<file path="config.mk">
export PLATFORM = sky130hd
export DESIGN_NAME = mem_access
export DESIGN_NICKNAME = d
export VERILOG_FILES = /design/src/rtl/mriscv_pkg.sv /design/src/rtl/lsu_align.sv /design/src/rtl/mem_access.sv
export SDC_FILE = /design/constraint.sdc
export NUM_CORES = 1
export LEC_CHECK = 0
export BUFFER_PORTS_ARGS = -buffer_cell sky130_fd_sc_hd__buf_4
export CAP_MARGIN = 10
export CORE_MARGIN = 4
export CORE_UTILIZATION = 50
export CTS_BUF_LIST = sky130_fd_sc_hd__clkbuf_8
export CTS_CLUSTER_DIAMETER = 150
export DETAILED_ROUTE_END_ITERATION = 16
export PLACE_DENSITY = 0.78
export SYNTH_ARGS = -nofsm -noshare
export SYNTH_HDL_FRONTEND = slang
export SYNTH_HIERARCHICAL = 1
export SYNTH_SLANG_ARGS = --single-unit
</file>
<file path="constraint.sdc">
create_clock -name clk -period 4 [get_ports clk]
set_clock_uncertainty 0.15 [all_clocks]
set_input_delay 0 -clock clk [delete_from_list [all_inputs] [get_ports clk]]
set_output_delay 0 -clock clk [all_outputs]
set_load 0.05 [all_outputs]
</file>
<file path="src/rtl/mriscv_pkg.sv">
// Shared encodings for the memory-access stage: func3 sizes, fault causes and FSM states.
package mriscv_pkg;

  typedef enum logic {
    ST_IDLE = 1'b0,
    ST_BUS  = 1'b1
  } state_t;

  localparam logic [2:0] F3_B  = 3'b000;
  localparam logic [2:0] F3_H  = 3'b001;
  localparam logic [2:0] F3_W  = 3'b010;
  localparam logic [2:0] F3_BU = 3'b100;
  localparam logic [2:0] F3_HU = 3'b101;

  localparam logic [1:0] EXC_NONE     = 2'b00;
  localparam logic [1:0] EXC_MISALIGN = 2'b01;
  localparam logic [1:0] EXC_TIMEOUT  = 2'b10;
  localparam logic [1:0] EXC_ILLEGAL  = 2'b11;

  function automatic logic f3_illegal(input logic ld, input logic st, input logic [2:0] f3);
    if (ld && st) return 1'b1;
    if (ld)       return (f3 == 3'b011) || (f3 == 3'b110) || (f3 == 3'b111);
    if (st)       return (f3 >= 3'b011);
    return 1'b0;
  endfunction

  // func3[1:0] carries the access size for both signed and unsigned loads
  function automatic logic misaligned(input logic [2:0] f3, input logic [1:0] lo);
    case (f3[1:0])
      2'b01:   return lo[0];
      2'b10:   return (lo != 2'b00);
      default: return 1'b0;
    endcase
  endfunction

endpackage

</file>
<file path="src/rtl/lsu_align.sv">
// Byte-lane steering: store strobes/replicated write data and load lane extraction/extension.
module lsu_align
  import mriscv_pkg::*;
(
  input  logic [2:0]  i_func3,
  input  logic [1:0]  i_off,
  input  logic [31:0] i_store_data,
  input  logic [31:0] i_rdata,
  output logic [3:0]  o_wstrb,
  output logic [31:0] o_wdata,
  output logic [31:0] o_load_data
);

  logic [31:0] w_shift;
  logic [7:0]  w_byte;
  logic [15:0] w_half;

  always_comb begin
    o_wstrb = 4'b1111;
    o_wdata = i_store_data;
    case (i_func3[1:0])
      2'b00: begin
        o_wstrb = 4'b0001 << i_off;
        o_wdata = {4{i_store_data[7:0]}};
      end
      2'b01: begin
        o_wstrb = i_off[1] ? 4'b1100 : 4'b0011;
        o_wdata = {2{i_store_data[15:0]}};
      end
      default: ;
    endcase
  end

  always_comb begin
    w_shift     = i_rdata >> {i_off, 3'b000};
    w_byte      = w_shift[7:0];
    w_half      = w_shift[15:0];
    o_load_data = i_rdata;
    case (i_func3)
      F3_B:    o_load_data = {{24{w_byte[7]}}, w_byte};
      F3_H:    o_load_data = {{16{w_half[15]}}, w_half};
      F3_BU:   o_load_data = {24'd0, w_byte};
      F3_HU:   o_load_data = {16'd0, w_half};
      default: o_load_data = i_rdata;
    endcase
  end

endmodule

</file>
<file path="src/rtl/mem_access.sv">
// Memory-access stage: issues one aligned bus transaction per load/store, with fault and timeout pulses.
module mem_access
  import mriscv_pkg::*;
#(
  parameter logic [7:0] TIMEOUT_CYCLES = 8'd16
) (
  input  logic        clk,
  input  logic        reset,
  input  logic        in_valid,
  output logic        in_ready,
  input  logic        is_load,
  input  logic        is_store,
  input  logic [2:0]  func3,
  input  logic [31:0] result,
  input  logic [31:0] store_data,
  input  logic [4:0]  dest_i,
  output logic        mem_req,
  output logic        mem_we,
  output logic [31:0] mem_addr,
  output logic [3:0]  mem_wstrb,
  output logic [31:0] mem_wdata,
  input  logic [31:0] mem_rdata,
  input  logic        mem_ack,
  output logic        wb_valid,
  output logic [4:0]  wb_dest,
  output logic [31:0] wb_data,
  output logic        exc_valid,
  output logic [1:0]  exc_cause
);

  state_t      r_state, w_next;
  logic [7:0]  r_cnt;
  logic [31:0] r_addr;
  logic        r_we;
  logic [3:0]  r_wstrb;
  logic [31:0] r_wdata;
  logic [2:0]  r_func3;
  logic [1:0]  r_off;
  logic [4:0]  r_dest;
  logic        r_wb_valid;
  logic [4:0]  r_wb_dest;
  logic [31:0] r_wb_data;
  logic        r_exc_valid;
  logic [1:0]  r_exc_cause;

  logic        w_accept, w_memop, w_illegal, w_misalign, w_timeout, w_start;
  logic [2:0]  w_al_func3;
  logic [1:0]  w_al_off;
  logic [3:0]  w_wstrb;
  logic [31:0] w_wdata, w_load_data;

  // One aligner serves both directions: accept-time inputs in IDLE, latched access in BUS
  assign w_al_func3 = (r_state == ST_BUS) ? r_func3 : func3;
  assign w_al_off   = (r_state == ST_BUS) ? r_off   : result[1:0];

  lsu_align u_align (
    .i_func3      (w_al_func3),
    .i_off        (w_al_off),
    .i_store_data (store_data),
    .i_rdata      (mem_rdata),
    .o_wstrb      (w_wstrb),
    .o_wdata      (w_wdata),
    .o_load_data  (w_load_data)
  );

  always_comb begin
    w_accept   = in_valid && (r_state == ST_IDLE);
    w_memop    = is_load || is_store;
    w_illegal  = f3_illegal(is_load, is_store, func3);
    w_misalign = misaligned(func3, result[1:0]);
    w_start    = w_accept && w_memop && !w_illegal && !w_misalign;
    w_timeout  = (TIMEOUT_CYCLES != 8'd0) && (r_cnt == TIMEOUT_CYCLES - 8'd1);
    w_next     = r_state;
    case (r_state)
      ST_IDLE: if (w_start) w_next = ST_BUS;
      ST_BUS:  if (mem_ack || w_timeout) w_next = ST_IDLE;
      default: w_next = ST_IDLE;
    endcase
  end

  always_ff @(posedge clk) begin
    if (reset) r_state <= ST_IDLE;
    else       r_state <= w_next;
  end

  always_ff @(posedge clk) begin
    if (reset) begin
      r_cnt       <= '0;
      r_addr      <= '0;
      r_we        <= 1'b0;
      r_wstrb     <= '0;
      r_wdata     <= '0;
      r_func3     <= '0;
      r_off       <= '0;
      r_dest      <= '0;
      r_wb_valid  <= 1'b0;
      r_wb_dest   <= '0;
      r_wb_data   <= '0;
      r_exc_valid <= 1'b0;
      r_exc_cause <= EXC_NONE;
    end else begin
      r_wb_valid  <= 1'b0;
      r_exc_valid <= 1'b0;
      r_exc_cause <= EXC_NONE;
      if (r_state == ST_IDLE) begin
        if (w_accept) begin
          if (!w_memop) begin
            r_wb_valid <= (dest_i != 5'd0);
            r_wb_data  <= result;
            r_wb_dest  <= dest_i;
          end else if (w_illegal) begin
            r_exc_valid <= 1'b1;
            r_exc_cause <= EXC_ILLEGAL;
          end else if (w_misalign) begin
            r_exc_valid <= 1'b1;
            r_exc_cause <= EXC_MISALIGN;
          end else begin
            r_addr  <= {result[31:2], 2'b00};
            r_we    <= is_store;
            r_wstrb <= is_store ? w_wstrb : 4'b0000;
            r_wdata <= is_store ? w_wdata : '0;
            r_func3 <= func3;
            r_off   <= result[1:0];
            r_dest  <= dest_i;
            r_cnt   <= '0;
          end
        end
      end else begin
        if (mem_ack) begin
          if (!r_we) begin
            r_wb_valid <= (r_dest != 5'd0);
            r_wb_data  <= w_load_data;
            r_wb_dest  <= r_dest;
          end
        end else if (w_timeout) begin
          r_exc_valid <= 1'b1;
          r_exc_cause <= EXC_TIMEOUT;
        end else begin
          r_cnt <= r_cnt + 8'd1;
        end
      end
    end
  end

  assign in_ready  = (r_state == ST_IDLE);
  assign mem_req   = (r_state == ST_BUS);
  assign mem_we    = r_we;
  assign mem_addr  = r_addr;
  assign mem_wstrb = r_wstrb;
  assign mem_wdata = r_wdata;
  assign wb_valid  = r_wb_valid;
  assign wb_dest   = r_wb_dest;
  assign wb_data   = r_wb_data;
  assign exc_valid = r_exc_valid;
  assign exc_cause = r_exc_cause;

endmodule

</file>
# Word level (Yosys, flattened, before mapping)

Cells that the tools add are included.

Register bits after elaboration: 127
Latch bits: 0
Memory bits (writable): 0
ROM bits: 0
Output and inout bits: 112
Logic and storage cells: 119
Memories kept: 0

Add/subtract/negate cells: 1
Multiply operators: 0
Divide/modulo/power cells: 0
$lt $le $gt $ge: 1
Equal/unequal tests: 17
Shift-type cells: 2
Mux-type cells: 60
Bitwise logic cells: 3
Reduce and logical (&&, ||, !) cells: 21

Operator list:

| kind                                             | number |
|---|---|
| 2-to-1 mux 32 bit                                | 6 |
| case mux 32 bit (4 select lines)                 | 1 |
| case mux 32 bit (2 select lines)                 | 1 |
| 2-to-1 mux 8 bit                                 | 7 |
| >> shifter 32 x 5 -> 16 bit                      | 1 |
| 2-to-1 mux 1 bit                                 | 27 |
| 2-to-1 mux 5 bit                                 | 5 |
| 2-to-1 mux 2 bit                                 | 7 |
| != test 2 bit (second input constant)            | 7 |
| == test 3 bit (second input constant)            | 4 |
| nonzero test 5 bit                               | 2 |
| adder 8 x 1 -> 8 bit (second input constant)     | 1 |
| == test 8 x 4 -> 1 bit (second input constant)   | 1 |
| 2-to-1 mux 4 bit                                 | 2 |
| case mux 4 bit (2 select lines)                  | 1 |
| AND reduction 6 bit                              | 1 |
| nonzero test 2 bit                               | 3 |
| logical AND 1 bit                                | 5 |
| AND reduction 5 bit                              | 1 |
| == test 2 x 1 -> 1 bit (second input constant)   | 2 |
| logical OR 1 bit                                 | 4 |
| case mux 1 bit (2 select lines)                  | 2 |
| AND reduction 4 bit                              | 1 |
| left shift 1 x 2 -> 4 bit (first input constant) | 1 |
| other kinds (9)                                  | 12 |

# Logic depth before layout (Yosys ltp)

Depth in word-level cells: 13
Depth in mapped cells: 12
Mapped depth without buffers: 8

# By module

The synthesis kept the hierarchy.

By module, submodules not included:

| module     | times used | cells each | area an instance (um^2) |
|---|---|---|---|
| mem_access | 1          | 623        | 5845.6 |
| lsu_align  | 1          | 182        | 1271.2 |

# Least setup slack after synthesis

Ideal clock, no wire load.

Path kind: reg2reg
From: register r_state, in the netlist mem_req
To: register r_wb_data[21], in the netlist wb_data[21]
Data arrival time: 2.977 ns
Setup slack: 0.788 ns
Cell stages (with the launch flop): 12
Buffers on the path: 4
Period minus slack after synthesis: 3.212 ns
Cells stage by stage: dfxtp_1 -> buf_2 -> buf_1 -> mux2_2 -> buf_6 -> mux2_4 -> o221ai_2 -> a211oi_4 -> buf_6 -> a21o_1 -> mux2i_1 -> a211oi_1

Word-level cells in the longest chain between the ends: 6

RTL lines:

| element                          | RTL line          | RTL |
|---|---|---|
| from (decl)                      | mem_access.sv:31  | `state_t r_state, w_next;` |
| from (signal assigned)           | mem_access.sv:83  | `else r_state <= w_next;` |
| 2-to-1 mux 2 bit                 | mem_access.sv:54  | `assign w_al_off = (r_state == ST_BUS) ? r_off : result[1:0];` |
| named net w_al_off[0]            | mem_access.sv:48  | `logic [1:0] w_al_off;` |
| >> shifter 32 x 5 -> 16 bit      | lsu_align.sv:35   | `w_shift = i_rdata >> {i_off, 3'b000};` |
| case mux 32 bit (4 select lines) | lsu_align.sv:39   | `case (i_func3)` |
| named net w_load_data[21]        | mem_access.sv:50  | `logic [31:0] w_wdata, w_load_data;` |
| 2-to-1 mux 32 bit                | mem_access.sv:130 | `if (!r_we) begin` |
| 2-to-1 mux 32 bit                | mem_access.sv:129 | `if (mem_ack) begin` |
| 2-to-1 mux 32 bit                | mem_access.sv:105 | `if (r_state == ST_IDLE) begin` |
| to (signal assigned)             | mem_access.sv:109 | `r_wb_data <= result;` |
| to (signal assigned)             | mem_access.sv:132 | `r_wb_data <= w_load_data;` |
| to (decl)                        | mem_access.sv:42  | `logic [31:0] r_wb_data;` |

The timed path passes the listed nets, and every way through them passes these cells. The select of a mux whose other input is x is not followed.
A chain may end at the register's enable or synchronous reset.

# Worst setup path in the final report

From: register r_state, in the netlist mem_req
To: register r_wdata[27], in the netlist mem_wdata[27]

Word-level cells in the longest chain between the ends: 4

RTL lines:

| element                                                     | RTL line          | RTL |
|---|---|---|
| 2-to-1 mux 3 bit *                                          | mem_access.sv:53  | `assign w_al_func3 = (r_state == ST_BUS) ? r_func3 : func3;` |
| named net w_al_func3[1]                                     | mem_access.sv:47  | `logic [2:0] w_al_func3;` |
| == test 2 x 1 -> 1 bit or logical NOT 2 bit (tied branches) | lsu_align.sv:21   | `case (i_func3[1:0])` |
| case mux 32 bit (2 select lines) *                          | lsu_align.sv:21   |  |
| named net w_wdata[27]                                       | mem_access.sv:50  |  |
| 2-to-1 mux 32 bit *                                         | mem_access.sv:121 | `r_wdata <= is_store ? w_wdata : '0;` |
| to (signal assigned)                                        | mem_access.sv:121 |  |
| to (decl)                                                   | mem_access.sv:36  | `logic [31:0] r_wdata;` |

Mark *: on every way through the listed nets, which the timed path passes. The rest lies on a longest branch.

==> flow_summary_export.csv <==
group,metric,value,unit
run_status,status,"complete, no violations",
clocking,cts_resized,0,
clocking,tritoncts,"yes",
flow_run,max-cap-violations,0,
die,die_area,16200,um^2
grt,antenna_found_initial,1,
critical_path,rrSetupSlack,0.49,ns
yosys,synth_seq_cells,127,
clocking,post-cts-setup-buffer-count,0,
timing,tightest_slew,1.11,ns
timing,fmax,285,MHz
critical_path,crit_arrival,3.74,ns
clocking,cts.sinks,127,
final_layout,syn2layout_area_growth,43.3,%
grt,grt_overflow,0,
clocking,clock_latency,0.46,ns
yosys,ys_seq_area_share,35.7,%
place,place.gp.congestion,0.880,
yosys,async_flop_share,0,%
drt,drc,0,
die,die_x,127,um
yosys,synth_cells,805,
critical_path,r2r_cells,9,
yosys,synth_flop_cell,"dfxtp_1",
clocking,clk_pin_slew,0.08,ns
grt,grt_max_degree,130,
critical_path,crit_fanout,47,
clocking,clock-root-buffer,"clkbuf_8",
clocking,clock_path_buffers,2,
critical_path,cp-startpoint,"mem_req$_SDFF_PP0_",
hold_path,worstHoldStart,"mem_rdata[8]",
final_layout,fin_nets,1191,
power_and_ir_drop,leakagePower,4.07,nW
clocking,cts_buffers,17,
critical_path,required,4.23,ns
final_layout,final_common_cell,"buf_4",
clocking,htree_num_levels,4,
grt,grt_pass1_vias,7331,
final_layout,post-route-util,73.2,%
timing,relSlewSlack,26.2,%
timing,hold_violations,0,
hold_path,min_path_type,"in2reg",
timing,rsz0062_at_grt,"false",
die,core-area,13900,um^2
die,rows,43,
drt,drtPass1Iterations,7,
timing,slew_violations,0,
drt,drt_iter0_drc,759,
yosys,synthesis.area,7120,um^2
die,io_pins,222,
critical_path,crit_path_start_kind,"flip-flop",
drt,via_per_inst,5.93,
timing,min_period,3.51,ns
power_and_ir_drop,irDropWorstVdd,0.000283,V
yosys,yosysWarningCount,6,
critical_path,critPathCapture,"mem_wdata[27]$_SDFFE_PP0P_",
grt,grt_pass1_wl,39600,um
critical_path,cp_slowest_cell,"dfxtp_2",
timing,period_share,87.6,%
final_layout,layout-drive-gt1-share,27.5,%
timing,setup_viol_count_final,0,
critical_path,r2r-start,"mem_req$_SDFF_PP0_",
grt,track_usage,30.6,%
critical_path,worst-setup-path-type,"reg2reg",
die,die_y,127,um
critical_path,setup.worst_path.end_class,"flip-flop",
drt,dr_total_vias,7516,
drt,wirelength,25500,um
critical_path,r2r-end,"mem_wdata[27]$_SDFFE_PP0P_",
critical_path,cp_slowest_stage_delay,0.66,ns
yosys,yosys.cell_types.count,51,
drt,ant_nets,0,
timing,fin_tns_setup,0,ns
critical_path,path_cells,"buf_4, nand2_1, o21ai_4, buf_4, nand2_1, o21ai_0, dlygate4sd3_1, nand3b_1, mux2i_1",
place,portBuffers,219,
yosys,synth-edff-count,0,
drt,wl_per_cell,20.1,um
yosys,syn_area_per_cell,8.84,um^2
place,hpwl,15700,um
final_layout,final_cell_mix,"buf_4 (230), dfxtp_1 (126), dlygate4sd3_1 (112)",
power_and_ir_drop,powerDensity,333,nW/um^2
die,start_util,51.1,%
-- worst min path at each step --
stage	endpoint	depth (start not counted)
after global placement	r_dest[2]$_SDFFE_PP0P_	3
after floorplan	r_func3[2]$_SDFFE_PP0P_	2
after detailed placement	mem_addr[8]$_SDFFE_PP0P_	3
final	wb_data[0]$_SDFFE_PP0P_	5
after CTS	wb_data[1]$_SDFFE_PP0P_	5
after global routing	wb_data[1]$_SDFFE_PP0P_	5
-- registers in the layout (all words and copies together) (netlist names) --
signal	flops
mem_wdata	32
wb_dest	5
r_cnt	8
exc_valid	1
r_off	2
mem_addr	30
r_dest	5
mem_we	1
mem_wstrb	4
wb_data	32
wb_valid	1
exc_cause	2
mem_req	1
r_func3	3
-- final cells by class --
cell class | count | area, um^2
Multi-Input combinational cell | 579 | 4160
Sequential cell | 127 | 2540
Inverter | 8 | 30.0
Timing Repair Buffer | 343 | 2870
Tap cell | 180 | 225
Clock buffer | 18 | 248
Fill cell | 1039 | 3740
Antenna cell | 1 | 2.50
Clock inverter | 11 | 121
-- what timing repair did --
action	4_1_cts	5_1_grt
hold buffers	112	0
endpoints found under the setup margin	0	0
endpoints found under the hold margin	127	0
-- kinds of logic after synthesis --
| family | share of synthesized area (%) |
|---|---|
| other | 0.0527 |
| AO/OA/AOI/OAI | 19.8 |
| XOR/XNOR | 0.492 |
| buffers and inverters | 6.84 |
| multiplexers | 16.8 |
| adder cells (fa/ha/maj) | 0.879 |
| flip-flops | 35.7 |
| AND/OR/NAND/NOR | 19.5 |
-- cells in the mapped netlist (3+ instances only) --
library cell,number,area (um^2)
a211oi_1,39,293
a21o_1,18,135
a21oi_1,56,280
and3_1,7,43.8
buf_1,9,33.8
buf_2,17,85.1
buf_4,14,105
buf_6,5,56.3
clkbuf_1,47,176
dfxtp_1,127,2540
ha_1,5,62.6
inv_1,8,30.0
mux2_2,21,236
mux2i_1,94,941
nand2_1,26,97.6
nand2b_1,49,307
nand3_1,3,15.0
nand3b_1,40,300
nand4_1,40,250
nor2_1,50,188
nor2b_1,8,50.1
nor3_1,8,40.0
o21ai_0,31,155
o21bai_1,3,22.5
o31ai_1,42,315
or3_1,3,18.8
or4_1,4,30.0
xnor2_1,3,26.3
-- per-stage QoR --
step / area (um^2) / hold WS, ns / total power, mW / setup slack, ns / std cells
3_5_place_dp: 8710 / 0.133 / 2.23 / 0.861 / 1125
2_1_floorplan: 7120 / 0.00000389 / 1.95 / 0.788 / 806
4_1_cts: 10200 / 0.000500 / 3.38 / 0.626 / 1266
3_3_place_gp: 8710 / 0.132 / 2.22 / 1.01 / 1125
5_1_grt: 10200 / 0.0340 / 3.53 / 0.265 / 1267
6_report: 10200 / 0.0319 / 3.40 / 0.494 / 1267
-- metal layers --
| metal | wire length (um) | global-route usage [%] |
|---|---|---|
| met1 | 10300 | 38.9 |
| met5 | 0 | 0 |
| met3 | 2140 | 8.61 |
| met4 | 1130 | 14.6 |
| met2 | 11900 | 47.9 |
-- worst max-delay path, delay by kind of cell (launching register included) --
| kind | cells | cell delay, ns |
|---|---|---|
| simple gates | 3 | 0.41 |
| buf+inv | 3 | 1.71 |
| mux | 1 | 0.14 |
| compound gates | 2 | 0.35 |
| flops | 1 | 0.66 |
-- power breakdown --
group	switching, mW	total [mW]	internal, mW
clock	0.520	1.08	0.555
sequential	0.0359	1.35	1.32
combinational	0.585	0.969	0.384
(Power assumes the default switching activity.)
